==> src/rtl/instr_fetch.sv <==
// Single-outstanding instruction fetch unit: REQ -> WAIT -> FULL loop feeding decode,
// with branch/jump redirect that discards any in-flight memory response.
module instr_fetch #(
  parameter int                    DATA_WIDTH = 32,
  parameter logic [DATA_WIDTH-1:0] RESET_PC   = '0
) (
  input  logic                  clk,
  input  logic                  rst,
  input  logic                  redirect_i,
  input  logic [DATA_WIDTH-1:0] redirect_pc_i,
  output logic                  imem_req_o,
  output logic [DATA_WIDTH-1:0] imem_addr_o,
  input  logic                  imem_gnt_i,
  input  logic                  imem_rvalid_i,
  input  logic [DATA_WIDTH-1:0] imem_rdata_i,
  output logic                  id_valid_o,
  input  logic                  id_ready_i,
  output logic [DATA_WIDTH-1:0] id_instr_o,
  output logic [DATA_WIDTH-1:0] id_pc_o,
  output logic [DATA_WIDTH-1:0] id_pc4_o,
  output logic [1:0]            dbg_state,
  output logic                  dbg_drop
);

  typedef enum logic [1:0] {
    S_REQ  = 2'd0,
    S_WAIT = 2'd1,
    S_FULL = 2'd2
  } state_t;

  localparam logic [DATA_WIDTH-1:0] NOP_INSTR = DATA_WIDTH'(32'h0000_0013);

  state_t                  state, state_d;
  logic [DATA_WIDTH-1:0]   pc, pc_d, pc4, redir_pc;
  logic                    drop, drop_d;
  logic                    capture;

  assign pc4      = pc + DATA_WIDTH'(4);
  assign redir_pc = redirect_pc_i & ~DATA_WIDTH'(3);

  // Decode handshake: id_valid_o stays high with id_* frozen until a cycle where
  // id_ready_i is also high; that cycle completes the transfer. Redirect also ends it.
  assign id_valid_o  = (state == S_FULL);
  assign imem_req_o  = (state == S_REQ) && !rst;
  assign imem_addr_o = pc;
  assign dbg_state   = state;
  assign dbg_drop    = drop;

  always_comb begin
    state_d = state;
    pc_d    = pc;
    drop_d  = drop;
    capture = 1'b0;
    case (state)
      S_REQ: begin
        if (imem_gnt_i) state_d = S_WAIT;
        if (redirect_i) begin
          pc_d = redir_pc;
          // A granted request to the stale PC is still in flight and must be dropped.
          if (imem_gnt_i) drop_d = 1'b1;
        end
      end
      S_WAIT: begin
        if (imem_rvalid_i) begin
          state_d = S_REQ;
          drop_d  = 1'b0;
          if (!drop && !redirect_i) begin
            capture = 1'b1;
            pc_d    = pc4;
            state_d = S_FULL;
          end
        end
        if (redirect_i) begin
          pc_d = redir_pc;
          if (!imem_rvalid_i) drop_d = 1'b1;
        end
      end
      S_FULL: begin
        if (id_ready_i || redirect_i) state_d = S_REQ;
        if (redirect_i) pc_d = redir_pc;
      end
      default: begin
        state_d = S_REQ;
        drop_d  = 1'b0;
      end
    endcase
  end

  always_ff @(posedge clk) begin
    if (rst) begin
      state      <= S_REQ;
      pc         <= RESET_PC;
      drop       <= 1'b0;
      id_instr_o <= NOP_INSTR;
      id_pc_o    <= '0;
      id_pc4_o   <= '0;
    end else begin
      state <= state_d;
      pc    <= pc_d;
      drop  <= drop_d;
      if (capture) begin
        id_instr_o <= imem_rdata_i;
        id_pc_o    <= pc;
        id_pc4_o   <= pc4;
      end
    end
  end

endmodule
==> config.mk <==
export PLATFORM = sky130hd
export DESIGN_NAME = instr_fetch
export DESIGN_NICKNAME = d
export VERILOG_FILES = /design/src/rtl/instr_fetch.sv
export SDC_FILE = /design/constraint.sdc
export NUM_CORES = 1
export LEC_CHECK = 0
export ABC_AREA = 1
export CAP_MARGIN = 20
export CORE_ASPECT_RATIO = 2
export CORE_MARGIN = 4
export CORE_UTILIZATION = 35
export DETAILED_ROUTE_END_ITERATION = 12
export DONT_BUFFER_PORTS = 1
export PLACE_DENSITY_LB_ADDON = 0.12
export SLEW_MARGIN = 20
export SYNTH_ARGS = -nofsm -noshare
export SYNTH_HDL_FRONTEND = slang
export SYNTH_SLANG_ARGS = --single-unit
==> constraint.sdc <==
create_clock -name clk -period 2.9 [get_ports clk]
set_input_delay 0.58 -clock clk [delete_from_list [all_inputs] [get_ports clk]]
set_output_delay 0.58 -clock clk [all_outputs]
set_load 0.02 [all_outputs]
==> summary.md, run 1 <==
| Metric | Value |
|---|---|
| First-pass GRT wire length | approximately 28000 µm |
| PostCTS Resize Cnt | 0 |
| Synth Cell Area | roughly 5500 µm² |
| Fraction of layout cells with a size suffix above 1 | 0.0888 |
| #FFs+latches synth | around 130 |
| Post-synth ARST share | 0 |
| Nets | 835 |
| PwrDens | between 700 and 800 nW/µm² |
| Synth area leader | dfxtp_1 |
| Vias in the first global route | 4942 |
| CP endpoint kind | flop |
| Distinct cells, synth | 30 |
| Drt first pass iters | 5 |
| Hold Path Class | input port to flop |
| Mapped Cells | slightly below 800 |
| Hold-fix buffers at CTS | 0 |
| Critical Path Source Type | flop |
| Clock Skews | 0.0136 ns |
| Setup Buffers After CTS | 0 |
| Total Routing Usage GR | 0.196 |
| Crit path time final | between 2 and 2.5 ns |
| VDD IR-drop max | between 0.3 and 0.4 mV |
| Row cnt | between 60 and 70 |
| Register area share after synthesis | 0.453 |
| Critical Path RT | 3.26 ns |
| H-tree Lvls | 4 |
| Gr ovfl total | 0 |
| Worst Tran Pin Value | 0.953 ns |
| Syn_area_per_cell | a little over 7 µm² |
| Die Span X | between 90 and 100 µm |
| Slowest cell delay on critical path | roughly 0.74 ns |
| Max Cap Viol | 0 |
| Commonest cells in the netlist | nor2_1 (186), dfxtp_1 (125), nand2_1 (116) |
| Final setup vio count | 0 |
| Synth Area in XOR/XNOR | 0.0265 |
| Tcrit/Tclk final | 0.726 |
| Most frequent cell after synthesis | nor2_1 |
| CTS tree | done |
| Initial antenna violation count | 0 |
| Num CTS Buffers | 17 |
| Core ar. | about 15000 µm² |
| Share of the synthesized area in the top cell type | 0.453 |
| Critical Path AT | about 2.5 ns |
| Drt wl/cell | roughly 18 µm |
| FMAX | about 0.47 GHz |
| Top_reg_cell synth | dfxtp_1 |
| Top cells by area, synth | dfxtp_1 (45%), nor2_1 (13%), o21ai_0 (9.7%) |
| Via count | between 4000 and 5000 |
| Post-DP HPWL | between 10000 and 15000 µm |
| Mux share of post-synthesis cell area | 0 |
| Hold slack | 0.231 ns |
| CTS Root Cell | clkbuf_16 |
| # DRC | 0 |
| Drt via density | 5.07 |
| CTS Sinks | between 100 and 150 |
| Port bufs | 0 |
| Worst-path cell chain | nand4_1, nor2_4, buf_4, o21ai_0, a21o_1, inv_1 |
| Routed Antenna Nets | 0 |
| Setup CP Type | flop to flop |
| Outcome | finished, final reports clean |
| Die ar. | around 18000 µm² |
| Area Overhead vs Synth | 14.2% |
| Post-synthesis compound-gate area fraction | 0.177 |
| Synth warnings | 0 |
| Filler cell count | ~1600 |
| Slowest stage cell, crit path | buf_4 |
| Initial DRC count | 234 |
| Fin. max-slew vios | 0 |
| Slew HR | 0.365 |
| Starting Density | 0.359 |
| EDFF count, synth | 0 |
| Largest family of logic cells by synthesized area | simple AND/OR/NAND/NOR gates |
| ANT cells | 0 |
| Die Span Y | 186 µm |
| Leakage | around 2.7 nW |
| CTS Buffer Depth | 2 |
| Post-Synth Simple-Gate Area | 0.268 |
| Clk_lat worst skew | approximately 0.42 ns |
| Adder-Cell Fraction of Synth Area | 0.00227 |
| RSZ-0062 raised after global routing | false |
| Crit-path max FO | ~100 |
| Largest net degree at the start of global routing | around 110 |
| Clock-pin slew on the worst setup and hold paths | approximately 0.06 ns |
| Final Hold Viols | 0 |
| # IOs | approximately 200 |
| RePlAce Congestion | ~0.9 |
| Drt total wl | ~18000 µm |
| Fin Setup TNS | 0 ns |
-- critical path, delay by kind of cell, from the launching register on --
family | cells | cell delay (ns)
buffers and inverters | 2 | 0.79
DFF | 1 | 0.53
and+or+nand+nor | 2 | 0.37
AOI/OAI and AO/OA | 2 | 0.35
-- cells by family after synthesis --
| logic type | Yosys count |
|---|---|
| simple gates | 350 |
| compound gates | 193 |
| flops | 125 |
| buf+inv | 95 |
| xor+xnor | 15 |
| fa+ha+maj | 1 |
| other cells | 1 |
-- registers in the layout, indices dropped and copies added, names as in the netlist --
name / count
id_instr_o: 32
id_pc4_o: 30
dbg_state: 2
dbg_drop: 1
id_pc_o: 30
imem_addr_o: 30
-- metal layers --
layer | GRT usage | wire (µm)
met5 | 0 | 0
met2 | 0.360 | 9600
met1 | 0.199 | 6440
met3 | 0.0540 | 1230
met4 | 0.107 | 743
-- path summary, 6_finish.rpt --
kind | slack (ns) | end | startpoint | cells past startpoint
worst max-delay path | 0.79 | id_pc4_o[25] | dbg_state[0] | 6
worst min-delay path | 0.23 | id_pc_o[2] | rst | 1
worst max register to register | 0.79 | id_pc4_o[25] | dbg_state[0] | 6
worst min register to register | 0.58 | id_instr_o[4] | id_instr_o[4] | 2
-- power by group --
group          switching, mW  internal (mW)
combinational          0.216          0.101
sequential             0.207           1.81
clock                  0.802           1.46
total                   1.23           3.37
-- per-stage QoR --
stage / utilization / instances / area [µm²] / total power, mW / setup WS [ns]
2_1_floorplan: - / 785 / 5540 / 2.26 / 0.936
3_3_place_gp: 0.368 / 942 / 5660 / 2.36 / 0.804
3_5_place_dp: 0.368 / 942 / 5660 / 2.37 / 0.782
4_1_cts: 0.409 / 974 / 6290 / 4.65 / 0.738
5_1_grt: 0.410 / 975 / 6300 / 4.78 / 0.533
6_report: 0.410 / 975 / 6300 / 4.59 / 0.794
-- area by class of cell --
class	count	area (µm²)	area share
Multi-Input combinational cell	565	2650	0.420
Sequential cell	125	2500	0.397
Clock buffer	18	439	0.0697
Tap cell	198	248	0.0393
Clock inverter	14	194	0.0308
Inverter	45	169	0.0268
Timing Repair Buffer	10	108	0.0171
-- layout by cell type, fill, tap and decap left out, types with 3 or more instances in the layout --
master     netlist  layout
nor2_1         186     185
dfxtp_1        125     125
nand2_1        116     116
o21ai_0        107     107
a21oi_1         66      66
inv_1           41      40
nand3_1         17      17
clkbuf_16        0      17
o21ai_1         13      13
nor2_4           7       8
xor2_1           8       8
buf_4            7       7
nor2_2           6       6
conb_1           1       6
inv_2            4       5
nand3b_1         5       5
xnor2_1          5       5
a31oi_1          5       5
clkinv_4         0       5
bufinv_16        0       4
nand4_1          3       3
clkinv_2         0       3
Note: power is estimated with default switching activity, not from simulation.
==> run 2: changes to the inputs <==
- clock period: 2.9 -> 1.9 ns (I/O delays scaled with it)
==> summary.md, run 2 (same netlist as run 1, synthesis figures left out) <==
| Metric | Value |
|---|---|
| Switch share | 0.275 |
| Clock Power Share | 0.492 |
| Reg power frac | 0.411 |
| Critical Path AT | approximately 2 ns |
| Final Hold Viols | 0 |
| Vias in the first global route | around 5000 |
| Hold Path Class | input port to flop |
| Core ar. | about 15000 µm² |
| Starting Density | 0.359 |
| Gr ovfl total | 0 |
| Comb pwr share | 0.096 |
| Total Routing Usage GR | 0.201 |
| Drt first pass iters | 4 |
| Finished Core Util | 0.430 |
| VDD IR-drop max | 0.559 mV |
| Via count | 5093 |
| Setup CP Type | flop to flop |
| CTS tree | done |
| RePlAce Congestion | 0.891 |
| Clk_lat worst skew | about 0.42 ns |
| CTS Root Cell | clkbuf_16 |
| Psw | just under 2 mW |
| Worst path buffer plus inverter count | 3 |
| Row cnt | between 60 and 70 |
| ANT cells | 0 |
| Max Cap Viol | 0 |
| Crit-path leading delay family | buffers and inverters |
| Slowest stage cell, crit path | inv_2 |
| Fin Setup TNS | 0 ns |
| # DRC | 0 |
| Slew HR | 0.546 |
| Hold Path Cell Cnt | 1 |
| Num CTS Buffers | 17 |
| Most frequent cells in the layout | nor2_1 (185), dfxtp_1 (125), nand2_1 (116), o21ai_0 (107), a21oi_1 (66) |
| Max reg flops | 32 |
| FMAX | slightly above 0.6 GHz |
| HP Start | rst |
| # IOs | about 200 |
| Reg2reg end | id_instr_o[19] |
| CP endpoint kind | flop |
| Setup Buffers After CTS | 0 |
| Crit-path max FO | 33 |
| Outcome | finished, final reports clean |
| PostCTS Resize Cnt | 0 |
| Drt total wl | roughly 18000 µm |
| Fin. max-slew vios | 0 |
| CTS Buffer Depth | 2 |
| Port bufs | 0 |
| Area Overhead vs Synth | 19.6% |
| Clock-pin slew on the worst setup and hold paths | about 0.060 ns |
| CTS Sinks | roughly 130 |
| H-tree Lvls | 4 |
| Routed Antenna Nets | 0 |
| Commonest non-fill, non-tap cell in the layout | nor2_1 |
| Tcrit/Tclk final | 0.866 |
| Hold EP | dbg_drop |
| Die ar. | approximately 18000 µm² |
| Pint | around 5.2 mW |
| Hold-fix buffers at CTS | 0 |
| Die Span Y | 186 µm |
| Drt via density | between 5 and 6 |
| Fraction of layout cells with a size suffix above 1 | 0.130 |
| PwrDens | between 1000 and 1500 nW/µm² |
| Drt wl/cell | 18.2 µm |
| Clock Skews | between 0.009 and 0.01 ns |
| Reg2reg start | dbg_state[1] |
| Slowest cell delay on critical path | approximately 0.5 ns |
| Crit path time final | between 1.5 and 2 ns |
| Critical Path Source Type | flop |
| Nets | approximately 870 |
| Initial DRC count | 244 |
| Reg-to-reg slack, setup | between 0.2 and 0.3 ns |
| Final setup vio count | 0 |
| Largest net degree at the start of global routing | 73 |
| Largest register by flop count | id_instr_o |
| Worst Tran Pin Value | ~0.68 ns |
| FF-to-FF path depth | 7 |
| First-pass GRT wire length | 28100 µm |
| Die Span X | 96.8 µm |
| Critical Path RT | ~2.3 ns |
| RSZ-0062 raised after global routing | false |
| Worst-path cell chain | inv_2, nand4_1, nor2_4, inv_2, buf_12, nor2_1, nor2_1 |
| Leakage | 2.89 nW |
| Post-DP HPWL | 13700 µm |
| Initial antenna violation count | 0 |
[run 2: layout make-up]
cell class | instances | area [µm²]
Clock inverter | 15 | 213
Clock buffer | 17 | 425
Sequential cell | 125 | 2500
Inverter | 45 | 169
Multi-Input combinational cell | 565 | 2650
Timing Repair Buffer | 47 | 403
Fill cell | 1586 | 8770
Tap cell | 198 | 248
[run 2: worst register-to-register path, cell delays in order, from the launching register on]
cell and delay, ns:
dfxtp_1 0.34, inv_2 0.07, nand4_1 0.16, nor2_4 0.07, inv_2 0.50, buf_12 0.27
nor2_1 0.07, nor2_1 0.10
[run 2: stage by stage]
step	hold slack, ns	area, µm²	power, mW	setup slack [ns]	std cells
after floorplan	0.506	5540	3.44	0.292	785
after global routing	0.00980	6610	7.46	0.0872	1012
final	0.0349	6610	7.17	0.255	1012
after CTS	0.00897	6610	7.26	0.232	1012
after detailed placement	0.455	5970	3.71	0.246	980
after global placement	0.454	5970	3.69	0.236	980
[run 2: worst max path at each step]
stage | cells after the start | to | start
2_1_floorplan | 10 | id_pc4_o[26] | imem_addr_o[3]
3_3_place_gp | 7 | id_pc4_o[16] | imem_addr_o[2]
3_5_place_dp | 7 | id_instr_o[19] | dbg_state[1]
4_1_cts | 2 | id_valid_o | dbg_state[0]
5_1_grt | 7 | id_instr_o[24] | dbg_state[1]
6_report | 7 | id_instr_o[19] | dbg_state[1]
[run 2: power groups by stage]
stage                     Clock, mW  Sequential [mW]  Combinational, mW
after floorplan                   0             3.08              0.365
after global placement            0             3.01              0.685
after detailed placement          0             3.01              0.696
after CTS                      3.61             2.95              0.699
after global routing           3.72             2.97              0.768
final                          3.53             2.95              0.692
[run 2: layer usage]
| metal | wire [µm] | vias to the layer above | GRT usage |
|---|---|---|---|
| met5 | 0 | - | 0 |
| met3 | 1150 | 30 | 0.0551 |
| met2 | 9850 | 177 | 0.364 |
| li1 | - | 2541 | - |
| met1 | 6730 | 2345 | 0.210 |
| met4 | 740 | 0 | 0.110 |
